[src/rtl/uart_rx.sv]
// uart_rx: 8E1 UART receiver with mid-bit sampling, parity and framing error flags
module uart_rx #(
    parameter int CLKS_PER_BIT = 5208,
    parameter int HALF_BIT     = CLKS_PER_BIT / 2
) (
    input  logic       Clock_2br,
    input  logic       Reset,
    input  logic       Rx,
    output logic [7:0] Data,
    output logic       Valid,
    output logic       Parity_Err,
    output logic       Frame_Err,
    output logic       Busy
);
    localparam int CW = $clog2(CLKS_PER_BIT);

    typedef enum logic [2:0] {IDLE, START, DATA, PARITY, STOP, BREAK} state_t;

    state_t          state, state_n;
    logic            rx_meta, rx_s;
    logic [CW-1:0]   cnt;
    logic [2:0]      bit_idx;
    logic [7:0]      shift;
    logic            par_bit;
    logic            tick, half, done;

    assign tick = cnt == CW'(CLKS_PER_BIT - 1);
    assign half = cnt == CW'(HALF_BIT - 1);
    assign done = state == STOP && tick;
    assign Busy = state != IDLE;

    // two-flop synchroniser for the asynchronous line; idles high
    always_ff @(posedge Clock_2br) begin
        if (Reset) begin
            rx_meta <= 1'b1;
            rx_s    <= 1'b1;
        end else begin
            rx_meta <= Rx;
            rx_s    <= rx_meta;
        end
    end

    // state register
    always_ff @(posedge Clock_2br) begin
        if (Reset) state <= IDLE;
        else       state <= state_n;
    end

    // next-state logic; STOP leaves at mid stop bit so back-to-back frames are caught
    always_comb begin
        state_n = state;
        case (state)
            IDLE:    state_n = rx_s ? IDLE : START;
            START:   state_n = half ? (rx_s ? IDLE : DATA) : START;
            DATA:    state_n = (tick && bit_idx == 3'd7) ? PARITY : DATA;
            PARITY:  state_n = tick ? STOP : PARITY;
            STOP:    state_n = tick ? (rx_s ? IDLE : BREAK) : STOP;
            BREAK:   state_n = rx_s ? IDLE : BREAK;
            default: state_n = IDLE;
        endcase
    end

    // bit timer, bit index, data shifter and parity capture
    always_ff @(posedge Clock_2br) begin
        if (Reset) begin
            cnt     <= '0;
            bit_idx <= '0;
            shift   <= '0;
            par_bit <= 1'b0;
        end else begin
            cnt     <= (state_n != state || tick || state == IDLE) ? '0 : cnt + 1'b1;
            bit_idx <= (state != DATA) ? 3'd0 : bit_idx + 3'(tick);
            if (state == DATA && tick) shift <= {rx_s, shift[7:1]};
            if (state == PARITY && tick) par_bit <= rx_s;
        end
    end

    // result registers, updated at the stop-bit sample; Valid follows one cycle later
    always_ff @(posedge Clock_2br) begin
        if (Reset) begin
            Data       <= '0;
            Valid      <= 1'b0;
            Parity_Err <= 1'b0;
            Frame_Err  <= 1'b0;
        end else begin
            Valid <= done;
            if (done) begin
                Data       <= shift;
                Parity_Err <= (^shift) ^ par_bit;
                Frame_Err  <= ~rx_s;
            end
        end
    end
endmodule
[config.mk]
export PLATFORM = sky130hd
export DESIGN_NAME = uart_rx
export DESIGN_NICKNAME = d
export VERILOG_FILES = /design/src/rtl/uart_rx.sv
export SDC_FILE = /design/constraint.sdc
export NUM_CORES = 1
export LEC_CHECK = 0
export CAP_MARGIN = 10
export CORE_MARGIN = 5
export CORE_UTILIZATION = 40
export DETAILED_ROUTE_END_ITERATION = 12
export PLACE_DENSITY_LB_ADDON = 0.05
export SLEW_MARGIN = 20
export SYNTH_ARGS = -nofsm -noshare
export SYNTH_HDL_FRONTEND = slang
export SYNTH_SLANG_ARGS = --single-unit
[constraint.sdc]
create_clock -name Clock_2br -period 1.7 [get_ports Clock_2br]
set_input_delay 0.17 -clock Clock_2br [delete_from_list [all_inputs] [get_ports Clock_2br]]
set_output_delay 0.17 -clock Clock_2br [all_outputs]
set_load 0.01 [all_outputs]
==> impl_metrics.csv, run 1 <==
group,metric,value,unit
setup_path,critPathBufInv,1,
job,drv_cap,0,
detailed_routing,route.vias.total,1462,
setup_path,crit_arrival,1.89,ns
power,p_switching,0.000373,W
logic_synthesis,yosys_warnings,0,
cells_and_area,mostFrequentLayoutCells,"36 x dfxtp_1, 27 x nor2_1, 27 x buf_4",
outcome,status,"finished with violations",
logic_synthesis,synth_area_leaders,"dfxtp_1 44%, mux2i_1 10%, nor2_1 5.5%",
cts,clkLatencyLatePin,0.29,ns
cts,clk_path_buf_depth,2,
floorplanning,rows,24,
sta,setup_viol,1,
floorplanning,ios,15,
power,swShare,0.202,
sta,setup-tns-final,-0.0186,ns
detailed_routing,wire_per_inst,14.1,um
grt,grt_pass1_wl,6930,um
cts,numCtsBuffers,5,
cells_and_area,final_common_cell,"dfxtp_1",
sta,maxSlewHeadroom,0.817,
cts,cts.sinks,41,
setup_path,r2r_slack,-0.02,ns
setup_path,setup.worst_path.end_class,"register",
grt,antenna_found_initial,0,
setup_path,cp_slowest_stage_delay,0.50,ns
sta,whs,0.422,ns
floorplanning,start_util,0.420,
floorplanning,dieArea,6090,um2
cells_and_area,nNetsFinal,235,
logic_synthesis,ys.flop_type,"dfxtp_1",
cts,clkTransAtPathRegs,0.08,ns
setup_path,crit_chain,"or3b_1 -> or4_1 -> buf_8 -> mux2i_1 -> nor2_1",
logic_synthesis,synth-seq-area-share,0.443,
detailed_routing,drcViolationCount,0,
floorplanning,core,4410,um2
placed_design,pre_cts_ws,-0.116,ns
logic_synthesis,ys_ff_latch,41,
placed_design,io_buffer_count,14,
setup_path,slowest_stage,"or4_1",
power,p_comb_frac,0.036,
setup_path,crit_type,"register to register",
sta,drv_slew,0,
cts,ctsHoldBuffers,0,
detailed_routing,ant_nets,0,
sta,rsz0062_at_grt,"true",
logic_synthesis,synth_top_cell_by_area,"dfxtp_1",
cells_and_area,area_growth,34.2,%
logic_synthesis,synth_edf_count,0,
power,p_seq_frac,0.524,
detailed_routing,drtPass1Iterations,4,
sta,finClkSkew,0.00673,ns
logic_synthesis,synthCells,187,
cts,htreeDepth,2,
power,irDropWorstVdd,0.487,mV
sta,fmax,582,MHz
setup_path,cp_data_required_time,1.87,ns
cts,cts_tree,"yes",
sta,period_share,1.01,
logic_synthesis,synthArstFlopShare,0,
power,power_per_cell_area,742,nW/um2
power,p_clk_frac,0.440,
power,p_leak,1.00,nW
sta,min_period,1.72,ns
floorplanning,die_w,78.1,um
power,p_int,0.00147,W
logic_synthesis,synth_cell_types,41,
placed_design,hpwl,2830,um
logic_synthesis,syn_area,1850,um2
sta,fin_ws,-0.0186,ns
sta,finalHoldViolations,0,
cells_and_area,fill_cells,407,
cells_and_area,num_antenna_cells,0,
logic_synthesis,syn_nets,193,
setup_path,critPathLaunchType,"register",
worst_hold_path,hold_path_class,"register to register",
cts,root_buffer,"clkbuf_8",
placed_design,place_congestion,0.821,
setup_path,critical_path.max_fanout,12,
cells_and_area,utilization,0.563,
cells_and_area,drive_above_1_share,0.296,
setup_path,critical_path.top_delay_family,"simple AND/OR/NAND/NOR gates",
cts,cts_setup_buffers,0,
detailed_routing,drtIter0Drc,82,
detailed_routing,viasPerCell,5.18,
detailed_routing,wirelength,3990,um
grt,first_global_vias,1532,
logic_synthesis,synth.avg_cell_area,9.91,um2
power,power,0.00185,W
grt,grt_util_all_layers,0.139,
logic_synthesis,yosysTopAreaCellShare,0.443,
outcome,violations,"setup timing",
sta,worst_pin_slew,0.271,ns
grt,grt_max_degree,28,
floorplanning,die_y,78.1,um
grt,overflow,0,
-- Yosys cell counts (all sizes together) (4+ instances only) --
master / n
dfxtp: 41
nor3: 9
nor2: 29
clkbuf: 5
xor2: 9
nand3: 8
xnor2: 10
mux2i: 20
nand2: 5
buf: 6
and3: 5
a21oi: 4
-- cell type report --
class                   count  area, um2  area share
clock buffers               6       82.6      0.0332
clock inverters             2       37.5      0.0151
inverters                   1       3.75     0.00151
multi-input cells         134       1070       0.431
flip-flops and latches     41        830       0.334
well taps                  52       65.1      0.0262
repair buffers             46        398       0.160
-- flip-flops by register name, summed over array words and instances (netlist names), 3 cells and up --
register	cells
shift	8
state	3
Data	8
cnt	13
bit_idx	3
-- layer usage --
| layer | GRT usage | vias up | part of all wire |
|---|---|---|---|
| met5 | 0 | - | 0 |
| met4 | 0.0439 | 0 | 0.0060 |
| met3 | 0.0400 | 2 | 0.038 |
| met2 | 0.228 | 19 | 0.47 |
| met1 | 0.175 | 700 | 0.49 |
| li1 | - | 741 | - |
-- power groups by stage --
stage	combinational (W)	sequential (W)	clock, W
after CTS	0.0000631	0.000968	0.000834
after global placement	0.0000598	0.000990	0
after detailed placement	0.0000610	0.000990	0
after global routing	0.0000730	0.000967	0.000881
final	0.0000670	0.000966	0.000812
after floorplan	0.0000334	0.000989	0
-- repair_timing --
item / in CTS / in global routing
pin swaps: 1 / 1
resized for setup: 14 / 13
cloned: 0 / 1
endpoints found under the setup margin: 30 / 34
-- cells by family (layout without fill, tap and decap cells) --
group / Yosys count / in the layout / synth area share
adders and majority gates: 3 / 3 / 0.0203
and+or+nand+nor: 82 / 82 / 0.257
xor gates and xnor gates: 20 / 20 / 0.102
muxes: 20 / 20 / 0.110
AOI/OAI and AO/OA: 9 / 9 / 0.0331
DFF: 41 / 41 / 0.443
buffers and inverters: 12 / 55 / 0.0344
-- per-stage QoR --
stage                     cell area [um2]  std cells
after global placement               2260        273
after CTS                            2450        281
after global routing                 2490        282
after floorplan                      1880        187
final                                2490        282
after detailed placement             2260        273
-- worst paths after layout --
kind	startpoint	end	cells after the start
setup / recovery	state[2]	Data[1]	5
hold / removal	rx_meta	rx_s	1
setup reg to reg	state[2]	Data[1]	5
hold reg to reg	rx_meta	rx_s	1
No activity file was read; power rests on OpenSTA's default activity.
==> inputs of run 2 (changes only) <==
--- a/config.mk
+++ b/config.mk
@@ -10,7 +10,7 @@
 export CORE_UTILIZATION = 40
 export DETAILED_ROUTE_END_ITERATION = 12
 export PLACE_DENSITY_LB_ADDON = 0.05
-export SLEW_MARGIN = 20
+export SLEW_MARGIN = 5
 export SYNTH_ARGS = -nofsm -noshare
 export SYNTH_HDL_FRONTEND = slang
 export SYNTH_SLANG_ARGS = --single-unit
==> results of run 2 <==
Final layout, timing and power as in run 1 (identical DEF).
